$ cat src/rtl/wave_stream_scheduler_if.sv
// Generator strobe/sample pair plus the byte-wide valid/ready link to the UART TX.
// master = scheduler side, slave = generator/UART side.
interface wave_stream_scheduler_if;
  logic       gen_ce;
  logic [9:0] sample_in;
  logic [7:0] tx_data;
  logic       tx_valid;
  logic       tx_ready;

  modport master (output gen_ce, tx_data, tx_valid, input  sample_in, tx_ready);
  modport slave  (input  gen_ce, tx_data, tx_valid, output sample_in, tx_ready);
endinterface

$ cat src/rtl/wave_stream_scheduler.sv
// Paces the waveform generator with a programmable divider and frames each
// 10-bit sample as header/high/low bytes for the UART transmitter.
module wave_stream_scheduler #(
  parameter int unsigned DIV_W    = 16,
  parameter logic [7:0]  HDR_BYTE = 8'hA5,
  parameter int unsigned OVR_W    = 8
) (
  input  logic                     clk,
  input  logic                     rst_n,
  input  logic                     enable,
  input  logic [DIV_W-1:0]         rate_div,
  wave_stream_scheduler_if.master  bus,
  output logic                     busy,
  output logic                     overrun,
  output logic [OVR_W-1:0]         ovr_count,
  output logic [15:0]              frame_count
);

  typedef enum logic [2:0] {S_IDLE, S_WAIT, S_CAPTURE, S_HDR, S_HI, S_LO} state_e;

  state_e           state_q, state_d;
  logic [DIV_W-1:0] cnt_q, cnt_d, div_q, div_d;
  logic [9:0]       smp_q, smp_d;
  logic [7:0]       txd_q, txd_d;
  logic             txv_q, txv_d;
  logic             ovr_q, ovr_d;
  logic [OVR_W-1:0] ovc_q, ovc_d;
  logic [15:0]      frm_q, frm_d;
  logic             tick, xfer, in_frame, gen_ce;

  assign in_frame = state_q inside {S_CAPTURE, S_HDR, S_HI, S_LO};
  assign xfer     = txv_q && bus.tx_ready;

  // The divider free-runs while enabled regardless of FSM state, so skipped
  // ticks stay on the same sample grid.
  always_comb begin
    tick  = enable && (cnt_q == div_q);
    cnt_d = cnt_q + DIV_W'(1);
    div_d = div_q;
    if (!enable || tick) begin
      cnt_d = '0;
      div_d = rate_div;
    end
  end

  always_comb begin
    state_d = state_q;
    smp_d   = smp_q;
    txd_d   = txd_q;
    txv_d   = txv_q;
    ovr_d   = ovr_q;
    ovc_d   = ovc_q;
    frm_d   = frm_q;
    gen_ce  = 1'b0;
    case (state_q)
      S_IDLE: if (enable) state_d = S_WAIT;
      S_WAIT: begin
        if (tick) begin
          gen_ce  = 1'b1;
          state_d = S_CAPTURE;
        end else if (!enable) begin
          state_d = S_IDLE;
        end
      end
      S_CAPTURE: begin
        smp_d   = bus.sample_in;
        txd_d   = HDR_BYTE;
        txv_d   = 1'b1;
        state_d = S_HDR;
      end
      S_HDR: if (xfer) begin
        txd_d   = {{6{smp_q[9]}}, smp_q[9:8]};
        state_d = S_HI;
      end
      S_HI: if (xfer) begin
        txd_d   = smp_q[7:0];
        state_d = S_LO;
      end
      S_LO: if (xfer) begin
        txd_d   = '0;
        txv_d   = 1'b0;
        frm_d   = frm_q + 16'd1;
        state_d = enable ? S_WAIT : S_IDLE;
      end
      default: state_d = S_IDLE;
    endcase
    // A tick that lands while a frame is in flight is dropped, never queued.
    if (tick && in_frame) begin
      ovr_d = 1'b1;
      if (ovc_q != '1) ovc_d = ovc_q + OVR_W'(1);
    end
  end

  always_ff @(posedge clk or negedge rst_n) begin
    if (!rst_n) begin
      state_q <= S_IDLE;
      cnt_q   <= '0;
      div_q   <= '0;
      smp_q   <= '0;
      txd_q   <= '0;
      txv_q   <= 1'b0;
      ovr_q   <= 1'b0;
      ovc_q   <= '0;
      frm_q   <= '0;
    end else begin
      state_q <= state_d;
      cnt_q   <= cnt_d;
      div_q   <= div_d;
      smp_q   <= smp_d;
      txd_q   <= txd_d;
      txv_q   <= txv_d;
      ovr_q   <= ovr_d;
      ovc_q   <= ovc_d;
      frm_q   <= frm_d;
    end
  end

  assign bus.gen_ce   = gen_ce;
  assign bus.tx_data  = txd_q;
  assign bus.tx_valid = txv_q;
  assign busy         = in_frame;
  assign overrun      = ovr_q;
  assign ovr_count    = ovc_q;
  assign frame_count  = frm_q;

endmodule

$ cat src/flat_wrapper.sv
// flat-port wrapper written by rule: the top's interface ports become plain ports
module wave_stream_scheduler_flat 
#(
  parameter int unsigned DIV_W    = 16,
  parameter logic [7:0]  HDR_BYTE = 8'hA5,
  parameter int unsigned OVR_W    = 8
)
  (clk, rst_n, enable, rate_div, busy, overrun, ovr_count, frame_count, bus_gen_ce, bus_tx_data, bus_tx_valid, bus_sample_in, bus_tx_ready);
  wave_stream_scheduler_if bus_i ();
  input  logic clk;
  input  logic rst_n;
  input  logic enable;
  input  logic [DIV_W-1:0] rate_div;
  output logic busy;
  output logic overrun;
  output logic [OVR_W-1:0] ovr_count;
  output logic [15:0] frame_count;
  output wire logic [$bits(bus_i.gen_ce)-1:0] bus_gen_ce;
  output wire logic [$bits(bus_i.tx_data)-1:0] bus_tx_data;
  output wire logic [$bits(bus_i.tx_valid)-1:0] bus_tx_valid;
  input wire logic [$bits(bus_i.sample_in)-1:0] bus_sample_in;
  input wire logic [$bits(bus_i.tx_ready)-1:0] bus_tx_ready;
  assign bus_gen_ce = bus_i.gen_ce;
  assign bus_tx_data = bus_i.tx_data;
  assign bus_tx_valid = bus_i.tx_valid;
  assign bus_i.sample_in = bus_sample_in;
  assign bus_i.tx_ready = bus_tx_ready;
  wave_stream_scheduler #(.DIV_W(DIV_W), .HDR_BYTE(HDR_BYTE), .OVR_W(OVR_W)) u_core (.clk(clk), .rst_n(rst_n), .enable(enable), .rate_div(rate_div), .bus(bus_i), .busy(busy), .overrun(overrun), .ovr_count(ovr_count), .frame_count(frame_count));
endmodule
$ cat config.mk
export PLATFORM = sky130hd
export DESIGN_NAME = wave_stream_scheduler_flat
export DESIGN_NICKNAME = d
export VERILOG_FILES = /design/src/rtl/wave_stream_scheduler_if.sv /design/src/rtl/wave_stream_scheduler.sv /design/src/flat_wrapper.sv
export SDC_FILE = /design/constraint.sdc
export NUM_CORES = 1
export LEC_CHECK = 0
export CORE_ASPECT_RATIO = 1.4
export CORE_UTILIZATION = 55
export CTS_BUF_LIST = sky130_fd_sc_hd__clkbuf_4 sky130_fd_sc_hd__clkbuf_8
export DETAILED_ROUTE_END_ITERATION = 7
export GPL_TIMING_DRIVEN = 0
export PLACE_DENSITY = 0.84
export SETUP_SLACK_MARGIN = 0.02
export SYNTH_ARGS = -nofsm -noshare
export SYNTH_HDL_FRONTEND = slang
export SYNTH_SLANG_ARGS = --single-unit
$ cat constraint.sdc
create_clock -name clk -period 2.82 [get_ports clk]
set_input_delay 0.564 -clock clk [delete_from_list [all_inputs] [get_ports clk]]
set_output_delay 0.564 -clock clk [all_outputs]
set_load 0.05 [all_outputs]
==> metrics.md, run 1 <==
| Metric | Value |
|---|---|
| Syn_nets | 361 |
| Maximum VDD drop | 0.381 mV |
| DR pass1 iterations | 4 |
| Critical path's slowest cell | dfrtp_1 |
| Synthesis-to-finish area growth | 27.7% |
| Nets | 439 |
| Worst reg-to-reg setup slack | 0.43 ns |
| Crit path DAT | 2.14 ns |
| Worst Hold Class | input pin to async pin |
| Vias in the first global route | 2742 |
| TritonCTS clock tree | yes |
| Mean area per synthesized cell | 11.5 µm² |
| Routed Antenna Nets | 0 |
| CP peak stage delay | 0.43 ns |
| First-pass GRT wire length | 12700 µm |
| Row count | 35 |
| CP Buf/Inv Count | 2 |
| Core area | 0.00657 mm² |
| Final Cycle Share | 95.9% |
| Maximum fanout along the worst path | 10 |
| Power Density | 505 mW/mm² |
| CTS sink count | 79 |
| Post-synth EDFFs | 0 |
| Full die area | 0.00714 mm² |
| Slew HR | 65.7% |
| Initial antenna violation count | 0 |
| Ys flop type | dfrtp_1 |
| WP data required | 2.26 ns |
| Share of layout cells above drive strength 1 | 17.0% |
| Fin. Hold Viols | 0 |
| Starting Density | 57.0% |
| Synth cell types | 41 |
| # DRC | 0 |
| Clk Latency, worst-skew pair | 0.36 ns |
| Unrepaired setup endpoints after global routing | false |
| Die Wd | 71.7 µm |
| Longest Clk Path Bufs | 2 |
| Worst setup margin | 0.116 ns |
| H-tree Lvls | 3 |
| Part of the Yosys area used for sequential elements | 52.8% |
| Leakage | 2.17 nW |
| DP Worst Slack | -0.223 ns |
| Port-buffer cells | 65 |
| WL final | 7580 µm |
| Synthesized area | 0.00374 mm² |
| TritonCTS Buffers | 9 |
| Worst setup EP type | output port |
| Clock Pin Slew Worst Setup and Hold Paths | 0.08 ns |
| Inst Count DP | 466 |
| Delay-heaviest family, CP | simple AND/OR/NAND/NOR gates |
| Slew Viols, Final | 0 |
| Reg area | 0.00198 mm² |
| Final min period | 2.70 ns |
| Average wire per standard cell | 15.8 µm |
| Async SR Flop Fraction | 100% |
| Post-Synthesis Cells | 326 |
| Final setup vio count | 0 |
| Crit-path most repeated cell | buf_6 |
| Ys Warns | 0 |
| Root Buffer | clkbuf_8 |
| Fmax | 370 MHz |
| Total global routing overflow | 0 |
| Filler cells | 466 |
| Final core occ | 72.7% |
| Top-Level Pins | 66 |
| Number of synthesized register bits | 79 |
| Detailed Place HPWL | 5400 µm |
| Clock Skew | 0.00916 ns |
| Cts hold-fix bufs | 0 |
| Critical path, cell by cell | xor2_1 -> nor4_2 -> nand4_1 -> buf_6 -> nor2b_2 -> buf_6 |
| Chip height | 99.6 µm |
| Outcome | finished clean |
| Fin cells | 481 |
| Worst-margin pin slew | 0.513 ns |
| GPL Wtd Cong | 0.835 |
| Antenna diodes | 0 |
| Largest net degree at the start of global routing | 62 |
| Via count | 2706 |
| Gr usage total | 23.1% |
| Via density | 5.63 |
| Nature of the critical path startpoint | register |
| Initial drt markers | 150 |
| Max Cap Viol | 0 |
| Multi-input logic area | 0.00169 mm² |
| Critical path class | register to output port |
[routing by layer]
layer | vias up | GRT usage (%) | share of wire (%)
li1 | 1279 | - | -
met1 | 1348 | 26.1 | 40
met2 | 64 | 41.1 | 54
met3 | 15 | 5.88 | 3.7
met4 | 0 | 9.20 | 1.9
met5 | - | 0 | 0
[placed cells by master (no fill, tap or decap), types with 4 or more instances in the layout]
cell and count:
xnor2_1 13, ha_1 5, a21oi_1 13, buf_2 4
mux2_2 32, o21ai_0 4, nand2_1 25, and4_1 4
bufinv_16 4, dfrtp_1 79, buf_6 4, and2_1 5
clkdlybuf4s50_1 62, nand4_1 9, nor2_1 36, xor2_1 38
nand3_1 10, a211oi_1 4, and3_1 9, clkbuf_8 9
inv_1 5
[cell usage after synthesis (3+ instances only)]
cell type	instances	share of area, %
inv_1	5	0.50
dfrtp_1	79	53
buf_2	4	0.53
nor2_1	36	3.6
mux2_2	32	9.6
a21oi_1	13	1.7
buf_6	3	0.90
nand2b_1	3	0.50
nand2_1	25	2.5
xnor2_1	13	3.0
and2_1	5	0.84
o21ai_0	4	0.53
ha_1	5	1.7
and4_1	4	0.94
a211oi_1	4	0.80
nand4_1	9	1.5
nand3_1	10	1.3
xor2_1	38	8.9
and3_1	9	1.5
[registers in the layout (all words and copies together) (netlist names)]
name	cells
u_core.bus.tx_data	8
u_core.bus.tx_valid	1
u_core.cnt_q	16
u_core.div_q	16
u_core.frame_count	16
u_core.overrun	1
u_core.ovr_count	8
u_core.smp_q	10
u_core.state_q	3
[power breakdown]
group	internal (W)	switching [W]
clock network	0.000678	0.000395
logic	0.0000849	0.0000716
registers	0.00116	0.0000249
total	0.00192	0.000491
[final timing paths]
path                                                      end  cells past startpoint                          startpoint
max                                                bus_gen_ce                      6           u_core.cnt_q[8]$_DFF_PN0_
min                           u_core.ovr_count[4]$_DFFE_PN0P_                      1                               rst_n
max reg2reg                   u_core.ovr_count[1]$_DFFE_PN0P_                      7       u_core.state_q[1]$_DFFE_PN0P_
min reg2reg                u_core.frame_count[15]$_DFFE_PN0P_                      1  u_core.frame_count[15]$_DFFE_PN0P_
max in group asynchronous   u_core.frame_count[2]$_DFFE_PN0P_                      2                               rst_n
min in group clk           u_core.frame_count[15]$_DFFE_PN0P_                      1  u_core.frame_count[15]$_DFFE_PN0P_
[what timing repair did]
action | CTS | global route
pin swaps | 1 | 1
buffers inserted | 0 | 1
gates resized for setup | 9 | 1
endpoints found under the setup margin | 2 | 1
[area by class of cell]
type                       instances  area share (%)
multi-input combinational        232            35.3
timing repair buffer              67            14.3
inverter                           5           0.393
buffer                            10            1.44
sequential                        79            41.4
clock buffer                      10            2.75
clock inverter                     4            2.51
tap                               74            1.94
[through the flow]
step	area, µm²	TNS (ns)	hold WS (ns)	power (W)
final	4780	0	0.0839	0.00242
after global routing	4780	0	0.0897	0.00249
after CTS	4770	0	0.0792	0.00243
after detailed placement	4510	-0.223	0.463	0.00137
after global placement	4490	-124.66	0.467	0.00136
after floorplan	3740	0	0.268	0.00127
[logic make-up (layout without fill, tap and decap cells)]
logic type / after synthesis / in the layout / synth area share [%]
adder cells (fa/ha/maj): 5 / 5 / 1.67
AO/OA/AOI/OAI: 28 / 28 / 4.75
buffers and inverters: 15 / 96 / 2.34
multiplexers: 33 / 33 / 9.93
AND/OR/NAND/NOR: 115 / 115 / 16.5
flip-flops: 79 / 79 / 52.8
XOR/XNOR: 51 / 51 / 11.9
[worst reg2reg max path, stage by stage (launching register included)]
cell      delay [ns]
dfrtp_1         0.38
buf_2           0.22
inv_1           0.12
ha_1            0.34
nand2b_1        0.23
a41oi_1         0.42
and2b_1         0.23
mux2_2          0.33
Power figures use the tool's default switching activity.
==> run 2, diff against run 1 <==
--- a/config.mk
+++ b/config.mk
@@ -5,10 +5,12 @@
 export SDC_FILE = /design/constraint.sdc
 export NUM_CORES = 1
 export LEC_CHECK = 0
+export ABC_CLOCK_PERIOD_IN_PS = 2820
 export CORE_ASPECT_RATIO = 1.4
 export CORE_UTILIZATION = 55
 export CTS_BUF_LIST = sky130_fd_sc_hd__clkbuf_4 sky130_fd_sc_hd__clkbuf_8
 export DETAILED_ROUTE_END_ITERATION = 7
+export GPL_ROUTABILITY_DRIVEN = 0
 export GPL_TIMING_DRIVEN = 0
 export PLACE_DENSITY = 0.84
 export SETUP_SLACK_MARGIN = 0.02
==> results of run 2 <==
The final DEF is identical to that of run 1; final timing and power are the same.
==> run 3, diff against run 2 <==
--- a/config.mk
+++ b/config.mk
@@ -10,9 +10,9 @@
 export CORE_UTILIZATION = 55
 export CTS_BUF_LIST = sky130_fd_sc_hd__clkbuf_4 sky130_fd_sc_hd__clkbuf_8
 export DETAILED_ROUTE_END_ITERATION = 7
-export GPL_ROUTABILITY_DRIVEN = 0
 export GPL_TIMING_DRIVEN = 0
 export PLACE_DENSITY = 0.84
+export RECOVER_POWER = 100
 export SETUP_SLACK_MARGIN = 0.02
 export SYNTH_ARGS = -nofsm -noshare
 export SYNTH_HDL_FRONTEND = slang
==> run 3 against run 2 <==
Die area did not move. Clock power barely moved. Clock-buffer cell count did not move. Sequential cell count did not move. Global-route usage did not move. Cell area fell by 1.4%. Core utilization fell by 1.0 points. Sequential power barely moved. Largest cell class unchanged. Register-to-register slack got worse by 0.08 ns.
==> metrics.md, run 3 (synthesized netlist as in run 1, its figures left out) <==
| Metric | Value |
|---|---|
| Outcome | finished clean (unchanged) |
| # DRC | 0 (unchanged) |
| Worst-margin pin slew | 1.12 ns (was 0.513 ns) |
| First-pass GRT wire length | 12700 µm (unchanged) |
| Top Usage Layer GRT | met2 (unchanged) |
| Longest Clk Path Bufs | 2 (unchanged) |
| Fin. Hold Viols | 0 (unchanged) |
| Synthesis-to-finish area growth | 25.9% (was 27.7%) |
| GPL Wtd Cong | 0.835 |
| Core area | 0.00657 mm² (unchanged) |
| Row count | 35 (unchanged) |
| Sw Share | 20.5% (was 20.3%) |
| Die Wd | 71.7 µm (unchanged) |
| Vias in the first global route | 2742 (unchanged) |
| Inst Count DP | 466 (unchanged) |
| Initial drt markers | 186 (was 150) |
| CTS sink count | 79 (unchanged) |
| Slew HR | 25.1% (was 65.7%) |
| Post-DP Area | 0.00451 mm² (unchanged) |
| WL final | 7640 µm (was 7580 µm) |
| Slew Viols, Final | 0 (unchanged) |
| TritonCTS clock tree | yes (unchanged) |
| Detailed Place HPWL | 5400 µm (unchanged) |
| Initial antenna violation count | 0 (unchanged) |
| Launching point of the worst reg2reg path | u_core.cnt_q[2]$_DFF_PN0_ (was u_core.state_q[1]$_DFFE_PN0P_) |
| Port-buffer cells | 65 (unchanged) |
| Maximum fanout along the worst path | 10 (unchanged) |
| Average wire per standard cell | 15.9 µm (was 15.8 µm) |
| Worst reg-to-reg setup slack | 0.35 ns (was 0.43 ns) |
| TritonCTS Buffers | 9 (unchanged) |
| Critical path's slowest cell | dfrtp_1 (unchanged) |
| Gr usage total | 23.1% (unchanged) |
| Grt met1 use | 26.1% (unchanged) |
| Via density | 5.59 (was 5.63) |
| Maximum VDD drop | 0.382 mV (was 0.381 mV) |
| Clock Pin Slew Worst Setup and Hold Paths | 0.08 ns (about the same) |
| Max Cap Viol | 0 (unchanged) |
| Final setup vio count | 0 (unchanged) |
| Share of layout cells above drive strength 1 | 14.5% (was 17.0%) |
| Fmax | 372 MHz (was 370 MHz) |
| Crit path DAT | 2.13 ns (was 2.14 ns) |
| Fin cells | 481 (unchanged) |
| Total global routing overflow | 0 (unchanged) |
| Switching pwr | 0.000495 W (was 0.000491 W) |
| Fin area | 0.00471 mm² (was 0.00478 mm²) |
| GR Util met2 | 41.1% (unchanged) |
| CP Buf/Inv Count | 2 (unchanged) |
| Antenna diodes | 0 (unchanged) |
| Worst r2r dst | u_core.div_q[4]$_DFFE_PN0N_ (was u_core.ovr_count[1]$_DFFE_PN0P_) |
| Clock power share | 44.6% (was 44.4%) |
| Worst setup EP type | output port (unchanged) |
| Min Hold Slack | 0.402 ns (was 0.0839 ns) |
| Routed Antenna Nets | 0 (unchanged) |
| Clock Skew | 0.00972 ns (was 0.00916 ns) |
| Critical path class | register to output port (unchanged) |
| CP peak stage delay | 0.47 ns (was 0.43 ns) |
| Met3 usage | 5.88% (unchanged) |
| Top-Level Pins | 66 (unchanged) |
| Unrepaired setup endpoints after global routing | false (unchanged) |
| Final min period | 2.69 ns (was 2.70 ns) |
| Nets | 439 (unchanged) |
| H-tree Lvls | 3 (unchanged) |
| WP data required | 2.26 ns (about the same) |
| Commonest non-fill, non-tap cells in the layout | 79 x dfrtp_1, 38 x xor2_1, 36 x nor2_1 (was 79 x dfrtp_1, 62 x clkdlybuf4s50_1, 38 x xor2_1) |
| Clk Latency, worst-skew pair | 0.36 ns (about the same) |
| Root Buffer | clkbuf_8 (unchanged) |
| Final Cycle Share | 95.4% (was 95.9%) |
| Leakage | 2.23 nW (was 2.17 nW) |
| Starting Density | 57.0% (unchanged) |
| Largest net degree at the start of global routing | 62 (unchanged) |
| Sequential Power Share | 49.1% (about the same) |
| Full die area | 0.00714 mm² (unchanged) |
| Critical path, cell by cell | xor2_1 -> nor4_2 -> nand4_1 -> buf_6 -> nor2b_2 -> buf_4 (was xor2_1 -> nor4_2 -> nand4_1 -> buf_6 -> nor2b_2 -> buf_6) |
| Delay-heaviest family, CP | simple AND/OR/NAND/NOR gates (unchanged) |
| Commonest non-fill, non-tap cell in the layout | dfrtp_1 (unchanged) |
| DR pass1 iterations | 4 (unchanged) |
| Power Density | 512 mW/mm² (was 505 mW/mm²) |
| Nature of the critical path startpoint | register (unchanged) |
| Worst Hold Class | input pin to async pin (unchanged) |
| Via count | 2691 (was 2706) |
| Chip height | 99.6 µm (unchanged) |
| Internal | 0.00192 W (about the same) |
| Worst reg2reg path depth | 6 (was 7) |
| Filler cells | 477 (was 466) |
| Gate power share | 6.3% (was 6.5%) |
run 3: changes by cell type in the layout (fill, tap and decap cells not counted), sizes merged:
cell	before	now
buf	12	6
dlygate4sd3	0	35
clkdlybuf4s50	62	27
clkbuf	12	18
run 3: power by group through the flow:
stage	Clock, W	Combinational [W]	Sequential (W)
after floorplan	0	0.0000649	0.00121
after global placement	0	0.000149	0.00121
after detailed placement	0	0.000157	0.00121
after CTS	0.00109	0.000160	0.00119
after global routing	0.00113	0.000168	0.00119
final	0.00108	0.000151	0.00119
run 3: through the flow:
step | setup WS, ns | total power (W) | util, % | TNS, ns
after floorplan | 0.350 | 0.00127 | - | 0
after global placement | -1.58 | 0.00136 | 68.3 | -124.66
after detailed placement | -0.223 | 0.00137 | 68.7 | -0.223
after CTS | 0.0281 | 0.00243 | 72.6 | 0
after global routing | 0.0334 | 0.00248 | 71.7 | 0
final | 0.131 | 0.00241 | 71.7 | 0
run 3: layer usage:
metal  vias to the layer above  routed length [µm]
li1                       1271                   -
met1                      1334                3040
met2                        70                4120
met3                        16                 317
met4                         0                 152
met5                         -                   0
run 3: worst max path at each step:
stage | cells after the start | start | slack [ns] | to
finish | 6 | u_core.cnt_q[2]$_DFF_PN0_ | 0.13 | bus_gen_ce
global route | 6 | u_core.cnt_q[8]$_DFF_PN0_ | 0.03 | bus_gen_ce
CTS | 6 | u_core.cnt_q[8]$_DFF_PN0_ | 0.03 | bus_gen_ce
detailed placement | 6 | u_core.cnt_q[7]$_DFF_PN0_ | -0.22 | bus_gen_ce
global placement | 1 | rst_n | -1.58 | u_core.frame_count[6]$_DFFE_PN0P_
floorplan | 5 | u_core.cnt_q[11]$_DFF_PN0_ | 0.35 | bus_gen_ce
run 3: area by class of cell:
cell class / count / area, µm² / area share [%]
multi-input combinational: 232 / 1650 / 35.0
sequential: 79 / 1980 / 42.0
inverter: 5 / 18.8 / 0.398
clock buffer: 10 / 131 / 2.79
timing repair buffer: 67 / 676 / 14.3
tap: 74 / 92.6 / 1.96
clock inverter: 4 / 120 / 2.55
buffer: 10 / 48.8 / 1.04
run 3: repair_timing:
action / CTS / global route
buffers inserted: 0 / 1
resized for setup: 9 / 1
setup endpoints to repair: 2 / 1
pin swaps: 1 / 1
hold buffers: 0 / 0
run 3: worst register-to-register path: cells and delay by family, from the launching register on:
family	cells	cell delay, ns
muxes	1	0.40
DFF	1	0.47
xor gates and xnor gates	1	0.18
buffers and inverters	1	0.49
and+or+nand+nor	3	0.80
